[config.mk]
export PLATFORM = sky130hd
export DESIGN_NAME = apb4_reg_bridge
export DESIGN_NICKNAME = d
export VERILOG_FILES = /design/src/rtl/apb4_reg_bridge.sv
export SDC_FILE = /design/constraint.sdc
export NUM_CORES = 1
export LEC_CHECK = 0
export CAP_MARGIN = 10
export CORE_MARGIN = 2
export CORE_UTILIZATION = 39
export DETAILED_ROUTE_END_ITERATION = 8
export PLACE_DENSITY = 0.81
export SETUP_SLACK_MARGIN = 0.3
export SYNTH_ARGS = -nofsm -noshare
export SYNTH_HDL_FRONTEND = slang
export SYNTH_SLANG_ARGS = --single-unit
[constraint.sdc]
create_clock -name clk -period 4 [get_ports clk]
set_clock_uncertainty 0.2 [all_clocks]
set_input_delay 1.2 -clock clk [delete_from_list [all_inputs] [get_ports clk]]
set_output_delay 1.2 -clock clk [all_outputs]
set_load 0.01 [all_outputs]
[src/rtl/apb4_reg_bridge.sv]
// APB4 completer bridging to the single-request bus_req/bus_ready register-map protocol.
// Handles stall back-pressure, response timeout and address/privilege pre-errors.
module apb4_reg_bridge #(
    parameter int unsigned DATA_WIDTH      = 32,
    parameter int unsigned ADDR_WIDTH      = 11,
    parameter int unsigned PADDR_WIDTH     = 32,
    parameter int unsigned TIMEOUT_CYCLES  = 256,
    parameter bit          ERR_ON_MISALIGN = 1'b1,
    parameter bit          PRIV_ONLY       = 1'b0
) (
    input  logic                      clk,
    input  logic                      rst,
    input  logic                      psel,
    input  logic                      penable,
    input  logic                      pwrite,
    input  logic [PADDR_WIDTH-1:0]    paddr,
    input  logic [DATA_WIDTH-1:0]     pwdata,
    input  logic [DATA_WIDTH/8-1:0]   pstrb,
    input  logic [2:0]                pprot,
    output logic                      pready,
    output logic [DATA_WIDTH-1:0]     prdata,
    output logic                      pslverr,
    output logic                      bus_req,
    output logic                      bus_req_is_wr,
    output logic [ADDR_WIDTH-1:0]     bus_addr,
    output logic [DATA_WIDTH-1:0]     bus_wr_data,
    output logic [DATA_WIDTH-1:0]     bus_wr_biten,
    input  logic                      bus_req_stall_wr,
    input  logic                      bus_req_stall_rd,
    input  logic                      bus_ready,
    input  logic                      bus_err,
    input  logic [DATA_WIDTH-1:0]     bus_rd_data
);

    localparam int unsigned STRB_W   = DATA_WIDTH / 8;
    localparam int unsigned CNT_W    = (TIMEOUT_CYCLES > 1) ? $clog2(TIMEOUT_CYCLES) : 1;
    localparam int unsigned TMO_LAST = (TIMEOUT_CYCLES > 0) ? TIMEOUT_CYCLES - 1 : 0;

    typedef enum logic [1:0] {IDLE, REQ, WAIT, RESP} state_e;

    state_e                 state_q;
    logic [CNT_W-1:0]       cnt_q;
    logic                   pready_q;
    logic [DATA_WIDTH-1:0]  prdata_q;
    logic                   pslverr_q;
    logic                   is_wr_q;
    logic [ADDR_WIDTH-1:0]  addr_q;
    logic [DATA_WIDTH-1:0]  wdata_q;
    logic [DATA_WIDTH-1:0]  biten_q;

    logic                   setup_c;
    logic                   misalign_c;
    logic                   range_err_c;
    logic                   pre_err_c;
    logic                   stall_c;
    logic                   tmo_hit_c;
    logic                   bus_req_c;
    logic [DATA_WIDTH-1:0]  biten_c;
    logic [DATA_WIDTH-1:0]  rdata_sel_c;
    logic                   unused_prot;

    assign unused_prot = ^pprot[2:1];

    assign setup_c     = psel & ~penable;
    assign misalign_c  = (paddr & PADDR_WIDTH'(STRB_W - 1)) != '0;
    assign range_err_c = (paddr >> ADDR_WIDTH) != '0;
    assign pre_err_c   = range_err_c | (ERR_ON_MISALIGN & misalign_c) | (PRIV_ONLY & ~pprot[0]);
    assign stall_c     = is_wr_q ? bus_req_stall_wr : bus_req_stall_rd;
    assign tmo_hit_c   = (TIMEOUT_CYCLES != 0) && (cnt_q == CNT_W'(TMO_LAST));
    // A timeout expiring while still stalled in REQ must not also launch a request.
    assign bus_req_c   = (state_q == REQ) && !stall_c && !tmo_hit_c;
    assign rdata_sel_c = is_wr_q ? '0 : bus_rd_data;

    always_comb begin
        biten_c = '0;
        for (int i = 0; i < DATA_WIDTH; i++) begin
            biten_c[i] = pwrite & pstrb[i/8];
        end
    end

    always_ff @(posedge clk or posedge rst) begin
        if (rst) begin
            state_q   <= IDLE;
            cnt_q     <= '0;
            pready_q  <= 1'b0;
            prdata_q  <= '0;
            pslverr_q <= 1'b0;
            is_wr_q   <= 1'b0;
            addr_q    <= '0;
            wdata_q   <= '0;
            biten_q   <= '0;
        end else begin
            pready_q <= 1'b0;
            case (state_q)
                IDLE: begin
                    if (setup_c) begin
                        is_wr_q <= pwrite;
                        addr_q  <= paddr[ADDR_WIDTH-1:0];
                        wdata_q <= pwdata;
                        biten_q <= biten_c;
                        if (pre_err_c) begin
                            state_q   <= RESP;
                            pready_q  <= 1'b1;
                            pslverr_q <= 1'b1;
                            prdata_q  <= '0;
                        end else begin
                            state_q <= REQ;
                            cnt_q   <= '0;
                        end
                    end
                end
                REQ: begin
                    cnt_q <= cnt_q + CNT_W'(1);
                    if (bus_req_c) begin
                        if (bus_ready) begin
                            state_q   <= RESP;
                            pready_q  <= 1'b1;
                            pslverr_q <= bus_err;
                            prdata_q  <= rdata_sel_c;
                        end else begin
                            state_q <= WAIT;
                        end
                    end else if (tmo_hit_c) begin
                        state_q   <= RESP;
                        pready_q  <= 1'b1;
                        pslverr_q <= 1'b1;
                        prdata_q  <= '0;
                    end
                end
                WAIT: begin
                    cnt_q <= cnt_q + CNT_W'(1);
                    // A response landing on the timeout cycle still wins.
                    if (bus_ready) begin
                        state_q   <= RESP;
                        pready_q  <= 1'b1;
                        pslverr_q <= bus_err;
                        prdata_q  <= rdata_sel_c;
                    end else if (tmo_hit_c) begin
                        state_q   <= RESP;
                        pready_q  <= 1'b1;
                        pslverr_q <= 1'b1;
                        prdata_q  <= '0;
                    end
                end
                RESP: begin
                    state_q   <= IDLE;
                    pslverr_q <= 1'b0;
                    prdata_q  <= '0;
                end
                default: state_q <= IDLE;
            endcase
        end
    end

    assign pready        = pready_q;
    assign prdata        = prdata_q;
    assign pslverr       = pslverr_q;
    assign bus_req       = bus_req_c;
    assign bus_req_is_wr = is_wr_q;
    assign bus_addr      = addr_q;
    assign bus_wr_data   = wdata_q;
    assign bus_wr_biten  = biten_q;

endmodule

==> impl_results.md, run 1 <==
- Status: finished, final reports clean
- Post-DP HPWL: 8220 µm
- Max-Cap Viols: 0
- Post-Synth Adder-Cell Area: 1.84%
- CP Launch Type: primary input
- Grt ovf: 0
- Most common cell after layout, fill and taps aside: clkdlybuf4s50_1
- Hold WC Path Type: reg2reg
- CTS HTree Levels: 3
- Worst Setup SP: bus_req_stall_wr
- CP required: between 2 and 3 ns
- Die Wd: about 110 µm
- Initial Util: between 30% and 40%
- Total negative slack: 0 ns
- Cell area power density: roughly 670 nW/µm²
- Antenna Cells: 0
- CP max FO: 2
- Slowest cell on the critical path: clkdlybuf4s50_1
- Yosys cell types: 43
- CTS buffer count: 9
- Final ANT Viol Nets: 0
- Tot GR Track Use: approximately a fifth
- Non-Filler Instances: about 740
- Port bufs: 219
- Mapped Cells: roughly 410
- Yosys reg bits: 92
- Detailed-route via count: around 3600
- End of the worst register-to-register path: cnt_q[3]
- Hold-fix buffers, CTS: 0
- Cell family with most CP delay: buffers and inverters
- WL per Instance: between 15 and 20 µm
- Synth area leader: dfrtp_1
- Setup crit end kind: output pin
- Cells on worst reg2reg path: 5
- Post-synthesis xor/xnor area fraction: 0%
- Synth top area share: between 50% and 60%
- Async S/R FF share, synth: 100%
- Leading cell types in the layout, fill and taps excluded: clkdlybuf4s50_1, nand2_1, dfrtp_1, a22o_1, clkbuf_8
- Top Ports: 223
- Worst VDD drop: ~320 µV
- RD Place Congestion: ~0.79
- Vias per cell: 4.91
- Clk root buf: clkbuf_8
- CTS tree: done
- Die height: 106 µm
- Synthesized cell area: about 4100 µm²
- Worst R2R Start: state_q[0]
- Fmax: between 200 and 300 MHz
- Final wirelength: roughly 11000 µm
- Core Util, Final: 62.4%
- Post-Synth Simple-Gate Area: about a fifth
- Headroom to the max-slew limit: about half
- Hold path cells: 2
- Worst Max-Slew Pin Slew: 0.736 ns
- Yosys Warn Count: 0
- CTS sink cnt: 92
- Hold Path End: bus_wr_data[21]
- Crit Path Category: in2out
- Tcrit/Tclk final: between 90% and 100%
- Vias in the first global route: 3683
- EDFF count, synth: 0
- RSZ-0062 raised after global routing: no
- Core ar.: 10200 µm²
- Post-synth top flop: dfrtp_1
- DP Cell Count: around 730
- Antenna violations before repair: 0
- Row cnt: 37
- Post-CTS Setup Bufs: 0
- Clock Latency Late Sink: 0.34 ns
- Worst path bufs/invs: 2
- Worst-path cell chain: clkdlybuf4s50_1, mux2i_1, nand2_1, nor2_1, clkdlybuf4s15_1
- First-pass GRT wire length: between 15000 and 20000 µm
- Share of post-route cells with drive strength above 1: 5.29%
- Post-Syn Nets: roughly 530
- Crit-path max cell delay: about 0.40 ns
- Largest cells by area after synthesis: dfrtp_1, nand2_1, a22o_1, buf_4, ha_1
- Fin nets: 718
- Largest net degree at the start of global routing: 55
- Synth Area in Compound Gates: 12.3%
- Number of fill cells: ~840
- Largest family of logic cells by synthesized area: simple AND/OR/NAND/NOR gates
- Final hold vios: 0
- Post-route DRC: 0
- First-pass DRT Iterations: 6
- Leak: 0.00289 µW
- Die area: 11300 µm²
- Clock transition at path regs: about 0.090 ns
- Final setup violation count: 0
- Post-synthesis sequential area ratio: a little under three fifths
- Minimum clock period: ~3.6 ns
- Reg-to-reg slack, setup: 1.60 ns
- Post-synthesis mux area share: 0.521%
- Max Slew Vio Count: 0
- Longest Clk Path Bufs: 2
- DRT iter0 DRCs: 292
- Hold_sp: bus_wr_data[21]
- Syn Area/Cell: around 9.9 µm²
- CP Data Arrival Time: approximately 2.2 ns
- Synthesis-to-finish area growth: 56.4%
## Yosys cell counts (2+ instances only)
cell type / n
nand2_1: 153
dfrtp_1: 92
a22o_1: 32
buf_4: 28
clkbuf_1: 12
o21ai_0: 8
a21oi_1: 6
ha_1: 6
inv_1: 6
nand3_1: 5
buf_2: 4
buf_6: 4
o21ai_1: 4
and2_1: 3
and4_1: 3
nand2b_1: 3
nor2_1: 3
nor3_1: 3
nor4_1: 3
or3_1: 3
a211o_1: 2
a31oi_1: 2
and3_1: 2
nand3b_1: 2
nor2_4: 2
o31ai_1: 2
or4_4: 2
## sequential cells by signal (all words and copies together) (netlist names)
name	flops
pready	1
bus_wr_biten	4
bus_req_is_wr	1
pslverr	1
state_q	2
cnt_q	8
bus_wr_data	32
prdata	32
bus_addr	11
## stage by stage
| stage | hold slack [ns] | cell area, µm² | power, µW | worst slack (ns) |
|---|---|---|---|---|
| finish | 0.278 | 6390 | 4260 | 0.385 |
| global route | 0.307 | 6390 | 4560 | 0.307 |
| CTS | 0.285 | 6390 | 4310 | 0.351 |
| detailed placement | 0.262 | 6190 | 3680 | 0.0777 |
| global placement | 0.257 | 6190 | 3600 | 0.0897 |
| floorplan | 0.266 | 4090 | 2630 | 0.802 |
## power by group
part / leakage [µW] / switching [µW] / total, µW / internal [µW]
registers: 0.00120 / 241 / 1530 / 1290
logic: 0.00160 / 976 / 2120 / 1140
clock network: 0.0000969 / 350 / 606 / 256
## how the worst max path moves through the flow
stage,endpoint,cells after the start
after floorplan,bus_req,3
after global placement,bus_req,5
after detailed placement,bus_req,5
after CTS,bus_req,5
after global routing,bus_req,5
final,bus_req,5
## repair_timing
action	in CTS	in global routing
resized for setup	1	1
cloned	0	0
setup endpoints to repair	1	1
## cells by family (layout without fill, tap and decap cells)
kind of cell | Yosys count | count (layout)
adders and majority gates | 6 | 6
AOI/OAI and AO/OA | 65 | 65
and+or+nand+nor | 192 | 192
buffers and inverters | 54 | 248
muxes | 2 | 2
DFF | 92 | 92
## worst min-delay path, cell delays in order, from the launching register on
cell and delay (ns):
dfrtp_1 0.35, nand2_1 0.05, nand2_1 0.05
## metal layers
metal / global-route usage [%] / share of wire [%] / vias to the layer above
li1: - / - / 1734
met1: 23.8 / 40 / 1722
met2: 34.5 / 50 / 166
met3: 5.27 / 8.3 / 15
met4: 7.05 / 1.7 / 0
met5: 0 / 0 / -
## layout make-up
type / count / area, µm² / area share, %
sequential: 92 / 2300 / 36.0
inverter: 6 / 26.3 / 0.411
timing repair buffer: 226 / 2260 / 35.3
clock buffer: 10 / 138 / 2.15
clock inverter: 6 / 56.3 / 0.881
multi-input combinational: 265 / 1440 / 22.5
tap: 136 / 170 / 2.66
Power figures use the tool's default switching activity.
==> run 2: changes to the inputs <==
--- a/config.mk
+++ b/config.mk
@@ -9,6 +9,7 @@
 export CORE_MARGIN = 2
 export CORE_UTILIZATION = 39
 export DETAILED_ROUTE_END_ITERATION = 8
+export HOLD_SLACK_MARGIN = 0.02
 export PLACE_DENSITY = 0.81
 export SETUP_SLACK_MARGIN = 0.3
 export SYNTH_ARGS = -nofsm -noshare
==> results of run 2 <==
Same layout as run 1: the final DEF is identical, and so are final timing and power.
==> run 3: changes to the inputs <==
--- a/config.mk
+++ b/config.mk
@@ -5,12 +5,13 @@
 export SDC_FILE = /design/constraint.sdc
 export NUM_CORES = 1
 export LEC_CHECK = 0
+export ABC_AREA = 1
 export CAP_MARGIN = 10
 export CORE_MARGIN = 2
-export CORE_UTILIZATION = 39
+export CORE_UTILIZATION = 40
 export DETAILED_ROUTE_END_ITERATION = 8
 export HOLD_SLACK_MARGIN = 0.02
-export PLACE_DENSITY = 0.81
+export PLACE_DENSITY = 0.77
 export SETUP_SLACK_MARGIN = 0.3
 export SYNTH_ARGS = -nofsm -noshare
 export SYNTH_HDL_FRONTEND = slang
==> constraint.sdc (replaced) <==
create_clock -name clk -period 2.93 [get_ports clk]
set_clock_uncertainty 0.2 [all_clocks]
set_input_delay 0.879 -clock clk [delete_from_list [all_inputs] [get_ports clk]]
set_output_delay 0.879 -clock clk [all_outputs]
set_load 0.01 [all_outputs]
==> run 3 against run 2 <==
Effect of this change:
- die area grew 36%
- sequential power rose by 39%
- utilization shrank 3.2 points
- sequential share of layout area is 8.2 points lower
- non-clock buffer count increased by 19
- worst hold slack better by 0.0021 ns
- routed wire length rose by 64%
- flip-flop and latch count unchanged
- power grew 79%
- setup slack worse by 0.014 ns
- final cell count up 67%
==> impl_results.md, run 3 <==
- Final ANT Viol Nets: 0 (unchanged)
- Die Wd: 124 µm (was 106 µm)
- Max Slew Vio Count: 0 (unchanged)
- Synthesis-to-finish area growth: 43.3% (was 56.4%)
- Leading cell types in the layout, fill and taps excluded: nand2_1, clkdlybuf4s50_1, nand3_1, dfrtp_1, nor2_1 (was clkdlybuf4s50_1, nand2_1, dfrtp_1, a22o_1, clkbuf_8)
- Largest cells by area after synthesis: dfrtp_1, nand2_1, nand3_1, buf_4, buf_6 (was dfrtp_1, nand2_1, a22o_1, buf_4, ha_1)
- CP Data Arrival Time: 1.48 ns (was 2.21 ns)
- Post-DP HPWL: 11800 µm (was 8220 µm)
- Final hold vios: 0 (unchanged)
- CP Launch Type: register (was primary input)
- Share of post-route cells with drive strength above 1: 6.71% (was 5.29%)
- Switching power: 3280 µW (was 1570 µW)
- CTS buffer count: 9 (unchanged)
- CTS tree: done (unchanged)
- Synth top area share: 39.8% (was 56.4%)
- Worst-path cell chain: inv_2, ha_1, nand3_4, inv_2, nand2_2, inv_2, buf_6 (was clkdlybuf4s50_1, mux2i_1, nand2_1, nor2_1, clkdlybuf4s15_1)
- DRT iter0 DRCs: 481 (was 292)
- Headroom to the max-slew limit: 61.6% (was 50.9%)
- Most frequent cell after synthesis: nand2_1 (unchanged)
- Vias per cell: 5.02 (was 4.91)
- Die height: 124 µm (was 106 µm)
- Clock transition at path regs: 0.07 ns (was 0.09 ns)
- Initial Util: 41.3% (was 39.9%)
- Post-synth top flop: dfrtp_1 (unchanged)
- Async S/R FF share, synth: 100% (unchanged)
- First-pass GRT wire length: 29400 µm (was 17900 µm)
- Setup crit end kind: output pin (unchanged)
- Most common cell after layout, fill and taps aside: nand2_1 (was clkdlybuf4s50_1)
- Grt ovf: 0 (unchanged)
- Hold-fix buffers, CTS: 0 (unchanged)
- RSZ-0062 raised after global routing: yes (was no)
- CP max FO: 4 (was 2)
- CTS HTree Levels: 3 (unchanged)
- Total negative slack: 0 ns (unchanged)
- Post-synth top cells: nand2_1, nand3_1, dfrtp_1 (was nand2_1, dfrtp_1, a22o_1)
- Crit Path Category: reg2out (was in2out)
- Vias in the first global route: 5700 (was 3683)
- Clock Latency Late Sink: 0.34 ns (about the same)
- Max-Cap Viols: 0 (unchanged)
- Post-route DRC: 0 (unchanged)
- Yosys Warn Count: 0 (unchanged)
- Cell area power density: 920 nW/µm² (was 666 nW/µm²)
- Top Ports: 223 (unchanged)
- RD Place Congestion: 0.839 (was 0.791)
- Crit-path max cell delay: 0.42 ns (was 0.40 ns)
- EDFF count, synth: 0 (unchanged)
- Minimum clock period: roughly 2.6 ns
- Fin nets: 1171 (was 718)
- Register area: 2300 µm² (unchanged)
- Longest Clk Path Bufs: 2 (unchanged)
- Total Power: 7620 µW (was 4260 µW)
- Syn Area/Cell: 6.58 µm² (was 9.94 µm²)
- Number of fill cells: 1322 (was 837)
- CP required: 1.85 ns (was 2.60 ns)
- Switching share of power: 43.1% (was 36.8%)
- Yosys cell types: 28 (was 43)
- Hold_ws: 0.280 ns (was 0.278 ns)
- Seq pwr share: 27.9% (was 36.0%)
- Antenna Cells: 0 (unchanged)
- Core ar.: 14000 µm² (was 10200 µm²)
- Worst Max-Slew Pin Slew: 0.576 ns (was 0.736 ns)
- Cell family with most CP delay: flip-flops (was buffers and inverters)
- Worst path most repeated cell: inv_2
- Clk root buf: clkbuf_16 (was clkbuf_8)
- Status: finished, final reports clean (unchanged)
- Final wirelength: 18200 µm (was 11200 µm)
- Slowest cell on the critical path: dfrtp_1 (was clkdlybuf4s50_1)
- Mapped Cells: 879 (was 411)
- Tcrit/Tclk final: between 80 and 90%
- Synth area leader: dfrtp_1 (unchanged)
- Fmax: roughly 400 MHz
- Row cnt: 43 (was 37)
- Pint: 4340 µW (was 2690 µW)
- Worst path bufs/invs: 4 (was 2)
- Hold WC Path Type: reg2reg (unchanged)
- Largest net degree at the start of global routing: 93 (was 55)
- Clock power frac: 14.8% (was 14.2%)
- Antenna violations before repair: 0 (unchanged)
- Post-Syn Nets: 997 (was 529)
- First-pass DRT Iterations: 7 (was 6)
- Die area: 15400 µm² (was 11300 µm²)
- Detailed-route via count: 6217 (was 3637)
- Yosys reg bits: 92 (unchanged)
- CTS sink cnt: 92 (unchanged)
- WL per Instance: 14.7 µm (was 15.0 µm)
- Post-synthesis sequential area ratio: 39.8% (was 56.4%)
- Tot GR Track Use: 23.2% (was 19.9%)
- Port bufs: 219 (unchanged)
- Area occupied by multi-input gates: 2910 µm² (was 1440 µm²)
- Synthesized cell area: 5780 µm² (was 4080 µm²)
- Worst VDD drop: 511 µV (was 317 µV)
- Logic pwr share: 57.3% (was 49.8%)
- Leak: 0.00418 µW (was 0.00289 µW)
- Final setup violation count: 0 (unchanged)
[run 3: cell count changes after synthesis, moves of 4 or more]
cell      change
nand2_1     +311
nand3_1     +138
a22o_1       -32
nor2_1       +24
inv_1        +18
buf_2        +12
buf_1        +10
clkbuf_1      +6
o21ai_0       +6
buf_6         +5
a21oi_1       -4
inv_2         +4
nand2_2       +4
[run 3: per-stage QoR]
step                      instances  worst slack [ns]  util, %  cell area [µm²]
final                          1238             0.371     59.2             8280
after global routing           1238             0.278     59.2             8280
after CTS                      1236             0.320     58.8             8220
after detailed placement       1219            -0.360     56.7             7930
after global placement         1219            -0.363     56.7             7930
after floorplan                 879             0.331        -             5780
[run 3: final timing paths]
path                                 startpoint               to  slack, ns  cells past startpoint
worst max-delay path                 state_q[1]          bus_req       0.37                      7
worst min-delay path            bus_wr_data[30]  bus_wr_data[30]       0.28                      2
worst max register to register         cnt_q[0]       prdata[28]       0.54                     12
worst min register to register  bus_wr_data[30]  bus_wr_data[30]       0.28                      2
max in group asynchronous                   rst       prdata[31]       1.30                      3
min in group asynchronous                   rst        prdata[3]       0.81                      3
[run 3: area by class of cell]
| class | instances | area share (%) |
|---|---|---|
| multi-input combinational | 677 | 35.1 |
| timing repair buffer | 245 | 29.6 |
| sequential | 92 | 27.8 |
| clock buffer | 11 | 3.05 |
| tap | 180 | 2.72 |
| inverter | 28 | 1.31 |
| clock inverter | 5 | 0.423 |
[run 3: cells by family after synthesis]
kind of cell / share of synthesized area [%]
AOI/OAI and AO/OA: 2.23
xor gates and xnor gates: 0.455
adders and majority gates: 1.30
buffers and inverters: 10.7
DFF: 39.8
and+or+nand+nor: 45.5
[run 3: repair_timing]
action                     4_1_cts  5_1_grt
buffers inserted                 0        1
pin swaps                        3        3
cloned                           1        1
setup endpoints to repair       33       28
gates resized for setup         10       13
[run 3: power by group through the flow]
stage                     clock [µW]  sequential, µW  combinational, µW
final                           1130            2130               4360
after global routing            1220            2190               4790
after CTS                       1160            2130               4270
after detailed placement           0            2120               4240
after global placement             0            2120               4180
after floorplan                    0            2270               2290
[run 3: metal layers]
metal	share of wire, %	vias to the layer above	track usage, %
met4	2.2	0	8.26
met1	41	2830	29.7
met3	10	33	7.62
met5	0	-	0
met2	47	288	36.6
li1	-	3066	-
[run 3: worst min-delay path, delay by kind of cell, from the launching register on]
kind / cells / cell delay, ns
and+or+nand+nor: 2 / 0.10
DFF: 1 / 0.35
